===== config.mk =====
export PLATFORM = sky130hd
export DESIGN_NAME = rob_commit
export DESIGN_NICKNAME = d
export VERILOG_FILES = /design/src/rtl/rob_commit.sv
export SDC_FILE = /design/constraint.sdc
export NUM_CORES = 1
export LEC_CHECK = 0
export ABC_AREA = 0
export ABC_CLOCK_PERIOD_IN_PS = 7400
export CORE_MARGIN = 1
export CORE_UTILIZATION = 63
export CTS_CLUSTER_SIZE = 40
export DETAILED_ROUTE_END_ITERATION = 10
export GPL_TIMING_DRIVEN = 0
export PLACE_DENSITY = 0.95
export SETUP_SLACK_MARGIN = 0.05
export SLEW_MARGIN = 0
export SYNTH_ARGS = -nofsm -noshare
export SYNTH_HDL_FRONTEND = slang
export SYNTH_SLANG_ARGS = --single-unit

===== constraint.sdc =====
create_clock -name clk -period 7.4 [get_ports clk]
set_input_delay 0.74 -clock clk [delete_from_list [all_inputs] [get_ports clk]]
set_output_delay 0.74 -clock clk [all_outputs]
set_load 0.01 [all_outputs]

===== src/rtl/rob_commit.sv =====
// In-order retirement buffer: entries are allocated in program order and completed
// by tag in any order. Done head entries are retired through the register file write port.
module rob_commit #(
    parameter int DEPTH = 8,
    parameter int TAG_W = $clog2(DEPTH)
) (
    input  logic             clk,
    input  logic             rst_n,
    input  logic             alloc_valid,
    input  logic [4:0]       alloc_rd_s,
    output logic             alloc_ready,
    output logic [TAG_W-1:0] alloc_tag,
    input  logic             wb_valid,
    input  logic [TAG_W-1:0] wb_tag,
    input  logic [31:0]      wb_data,
    input  logic             flush,
    output logic             regf_we,
    output logic [4:0]       rd_s,
    output logic [31:0]      rd_v,
    output logic [TAG_W-1:0] commit_tag,
    output logic             commit,
    output logic [TAG_W:0]   count
);

    localparam logic [TAG_W:0] CountFull = (TAG_W+1)'(DEPTH);

    logic [DEPTH-1:0] valid_q, valid_d;
    logic [DEPTH-1:0] done_q, done_d;
    logic [TAG_W-1:0] head_q, head_d;
    logic [TAG_W-1:0] tail_q, tail_d;
    logic [TAG_W:0]   count_q, count_d;
    logic [4:0]       rd_q   [DEPTH];
    logic [31:0]      data_q [DEPTH];

    logic allocFire;
    logic wbHit;

    // Readiness uses registered occupancy only, so a same-cycle commit never frees a slot early.
    assign alloc_ready = (count_q != CountFull);
    assign allocFire   = alloc_valid && alloc_ready;
    assign wbHit       = wb_valid && valid_q[wb_tag];

    assign commit     = valid_q[head_q] && done_q[head_q];
    assign regf_we    = commit && (rd_q[head_q] != 5'd0);
    assign rd_s       = commit ? rd_q[head_q] : 5'd0;
    assign rd_v       = commit ? data_q[head_q] : 32'd0;
    assign alloc_tag  = tail_q;
    assign commit_tag = head_q;
    assign count      = count_q;

    always_comb begin
        valid_d = valid_q;
        done_d  = done_q;
        head_d  = head_q;
        tail_d  = tail_q;
        count_d = count_q;
        if (flush) begin
            valid_d = '0;
            head_d  = '0;
            tail_d  = '0;
            count_d = '0;
        end else begin
            if (commit) begin
                valid_d[head_q] = 1'b0;
                head_d          = head_q + TAG_W'(1);
            end
            if (wbHit) begin
                done_d[wb_tag] = 1'b1;
            end
            if (allocFire) begin
                valid_d[tail_q] = 1'b1;
                done_d[tail_q]  = 1'b0;
                tail_d          = tail_q + TAG_W'(1);
            end
            count_d = count_q + (TAG_W+1)'(allocFire) - (TAG_W+1)'(commit);
        end
    end

    always_ff @(posedge clk) begin
        if (!rst_n) begin
            valid_q <= '0;
            done_q  <= '0;
            head_q  <= '0;
            tail_q  <= '0;
            count_q <= '0;
        end else begin
            valid_q <= valid_d;
            done_q  <= done_d;
            head_q  <= head_d;
            tail_q  <= tail_d;
            count_q <= count_d;
        end
    end

    // Payload needs no reset; it is only observed through a valid, done entry.
    always_ff @(posedge clk) begin
        if (rst_n && !flush) begin
            if (allocFire) begin
                rd_q[tail_q] <= alloc_rd_s;
            end
            if (wbHit) begin
                data_q[wb_tag] <= wb_data;
            end
        end
    end

endmodule


==> results by group <==
Cells and area
  • Fillers: ~1k
  • Seq. cell area: approximately 0.0095 mm²
  • Area grow syn2layout: 20.0%
  • Area of the multi-input gates: ~0.0031 mm²
  • Final Instance Count excl. Fillers: ~1.1k
  • Layout cells sized above 1: 0.225
  • Antenna cells: 0
  • Layout Nets: roughly 830
  • Design area: about 0.015 mm²
  • Layout Utilization: 0.779

GRT
  • Vias in the first global route: about 7.3k
  • GR Overflow Total: 0
  • Global-route wire length before repair: approximately 43 mm
  • Initial antenna violation count: 0
  • Global router's overall resource usage: 0.294
  • Largest net degree at the start of global routing: 28

Clock network
  • PostCTS Resize Cnt: 0
  • Root Buffer: clkbuf_16
  • Hold Buf Count CTS: 0
  • Clock sink count: 325
  • Reg clk slew, reported paths: approximately 0.060 ns
  • CTS tree: done
  • Clock Latency Late Sink: 0.55 ns
  • Max clock buf depth: 3
  • CTS Buf Count: 31
  • CTS H-tree depth: 1
  • Post-CTS Setup Bufs: 0

Placed design
  • Placed insts: between 1k and 1.5k
  • Routability congestion estimate from global placement: about 0.85
  • Post-place setup slack: 3.78 ns
  • IO Port Bufs: a little over 90
  • DP HPWL: 17.8 mm
  • Area after DPL: 0.0143 mm²

Die
  • Die footprint: roughly 0.021 mm²
  • DIE HEIGHT: between 100 and 150 µm
  • Die X: 144 µm
  • Boundary Pins: 95
  • Core Box Area: 0.0197 mm²
  • Initial Utilization: 0.649
  • Rows: between 50 and 60

Timing
  • Fin Hold WS: between 0.5 and 0.6 ns
  • Final worst path period need: 4.00 ns
  • Final period util: 0.540
  • F_max: 250 MHz
  • Setup TNS: 0 ns
  • RSZ-0062 raised after global routing: no
  • Clock Skew: 0.0152 ns
  • Final setup violation count: 0
  • Slew margin rel.: 0.249
  • Final-report hold violation count: 0
  • Final Max Slew Viols: 0
  • Worst-Margin Slew: between 1 and 1.5 ns
  • Post-route setup slack: roughly 3.4 ns

Power
  • Sw Ratio: 0.194
  • Sw power: slightly above 0.7 mW
  • PD cells: 239 mW/mm²
  • Tot Pwr: between 3 and 4 mW
  • Clock Power Share: 0.435
  • P_int: ~3.0 mW
  • Peak supply drop: approximately 0.00017 V
  • Combinational Power Share: 0.018
  • Sequential Power Share: 0.547
  • P_leak: approximately 4.7 nW

Routing
  • Detailed Route Iter0 Violations: 702
  • DR pass1 iterations: 5
  • WL final: between 20 and 30 mm
  • DR vias/cell: approximately 6.5
  • Vias: between 6k and 7k
  • DRC: 0
  • Drt wl/cell: roughly 27 µm
  • Final ANT Viol Nets: 0

Logic synthesis
  • Mapped Area: 0.0128 mm²
  • Leading area contributor after synthesis: edfxtp_1
  • Mapped Cells: roughly 640
  • Post-synth EDFFs: 296
  • Library cells used by synthesis: 38
  • Syn avg cell area: between 15 and 20 µm²
  • Post-synth top flop: edfxtp_1
  • Mapped Nets: around 700
  • Register area share after synthesis: 0.742
  • Ys async rst share: 0
  • Synthesis warning total: 0
  • Share of Yosys cell area claimed by the top area cell type: 0.697
  • #FFs+latches synth: 325
  • Top post-synthesis cells by area: edfxtp_1 70%, mux4_2 13%, dfxtp_1 4.5%, mux2i_1 4.1%, nor2_1 1.9%

Setup path
  • Critical path class: flop to output port
  • Most frequent CP cell: buf_1
  • Worst path required time: around 6.7 ns
  • Worst Setup End Kind: output port
  • Data arrival, critical path: ~3.3 ns
  • Worst-path cell chain: buf_1 > buf_1 > mux2i_1 > nor2_1 > clkdlybuf4s50_1
  • Slowest-stage cell, CP: buf_1
  • Setup crit start kind: flop
  • CP max stage delay: roughly 0.73 ns
  • Crit-path max FO: 10

Job
  • Maximum capacitance violations: 0

Hold path
  • Hold Crit Class: flop to flop

Outcome
  • Status: complete, no violations
Yosys cell counts (5+ instances only):
| cell | instances |
|---|---|
| clkbuf_1 | 9 |
| edfxtp_1 | 296 |
| nor2_1 | 63 |
| o221a_2 | 8 |
| a31o_2 | 5 |
| inv_1 | 8 |
| nor3_1 | 7 |
| mux2i_1 | 52 |
| nand2_1 | 14 |
| ha_1 | 7 |
| mux4_2 | 74 |
| buf_2 | 14 |
| buf_4 | 5 |
| dfxtp_1 | 29 |
| nand2b_1 | 5 |
| nand3_1 | 5 |
| nand4_1 | 5 |
area by class of cell:
class / instances / area share
sequential: 325 / 0.618
multi-input combinational: 276 / 0.205
timing repair buffer: 104 / 0.0739
clock buffer: 35 / 0.0523
tap: 265 / 0.0217
clock inverter: 21 / 0.0152
buffer: 34 / 0.0117
inverter: 9 / 0.00221
flip-flops by register name (all words and copies together), names as in the netlist, named ones only:
signal and cells:
alloc_tag 3, commit_tag 3, count 4, data_q 256
done_q 8, rd_q 40, valid_q 8
path summary, 6_finish.rpt:
path | cells after the start | end | startpoint | slack [ns]
worst max-delay path | 5 | rd_v[2] | flop | 3.40
worst min-delay path | 1 | valid_q[5]$_SDFF_PP0_ | valid_q[5]$_SDFF_PP0_ | 0.54
worst max register to register | 12 | count[2]$_SDFF_PP0_ | commit_tag[0]$_SDFFE_PP0P_ | 4.20
worst min register to register | 1 | valid_q[5]$_SDFF_PP0_ | valid_q[5]$_SDFF_PP0_ | 0.54
cells in the final DEF (no fill, tap or decap), types with 3 or more instances in the layout:
cell type,instances
a31o_2,5
buf_1,4
buf_12,4
buf_2,14
buf_4,5
buf_6,6
bufinv_16,4
clkbuf_1,12
clkbuf_16,31
clkdlybuf4s50_1,92
clkinv_1,3
clkinv_2,6
clkinvlp_4,5
dfxtp_1,29
edfxtp_1,296
ha_1,7
inv_1,8
mux2i_1,52
mux4_2,74
nand2_1,14
nand2b_1,5
nand3_1,5
nand3b_1,4
nand4_1,5
nand4b_1,4
nor2_1,57
nor2_4,6
nor3_1,5
o221a_2,8
xor2_1,4
power groups by stage:
stage | Sequential, mW | Combinational, mW | Clock, mW
after floorplan | 2.04 | 0.0152 | 0
after global placement | 2.04 | 0.0587 | 0
after detailed placement | 2.04 | 0.0661 | 0
after CTS | 2.00 | 0.0667 | 1.60
after global routing | 2.00 | 0.0721 | 1.68
final | 2.00 | 0.0676 | 1.59
routing by layer:
metal	vias to the layer above	routed length (µm)	global-route usage
met5	-	0	0
met4	0	744	0.102
met3	54	2670	0.0573
met2	437	15100	0.510
met1	3542	10600	0.375
li1	2885	-	-
worst max-delay path: cells and delay by family, from the launching register on:
family / cells / cell delay [ns]
mux: 1 / 0.17
simple gates: 1 / 0.25
flops: 1 / 0.32
buf+inv: 3 / 1.95
kinds of logic after synthesis:
group / Yosys count / share of synthesized area
muxes: 127 / 0.173
buffers and inverters: 43 / 0.0167
AOI/OAI and AO/OA: 22 / 0.0157
DFF: 325 / 0.742
and+or+nand+nor: 115 / 0.0419
xor gates and xnor gates: 4 / 0.00275
adders and majority gates: 8 / 0.00843
Power figures use the tool's default switching activity.
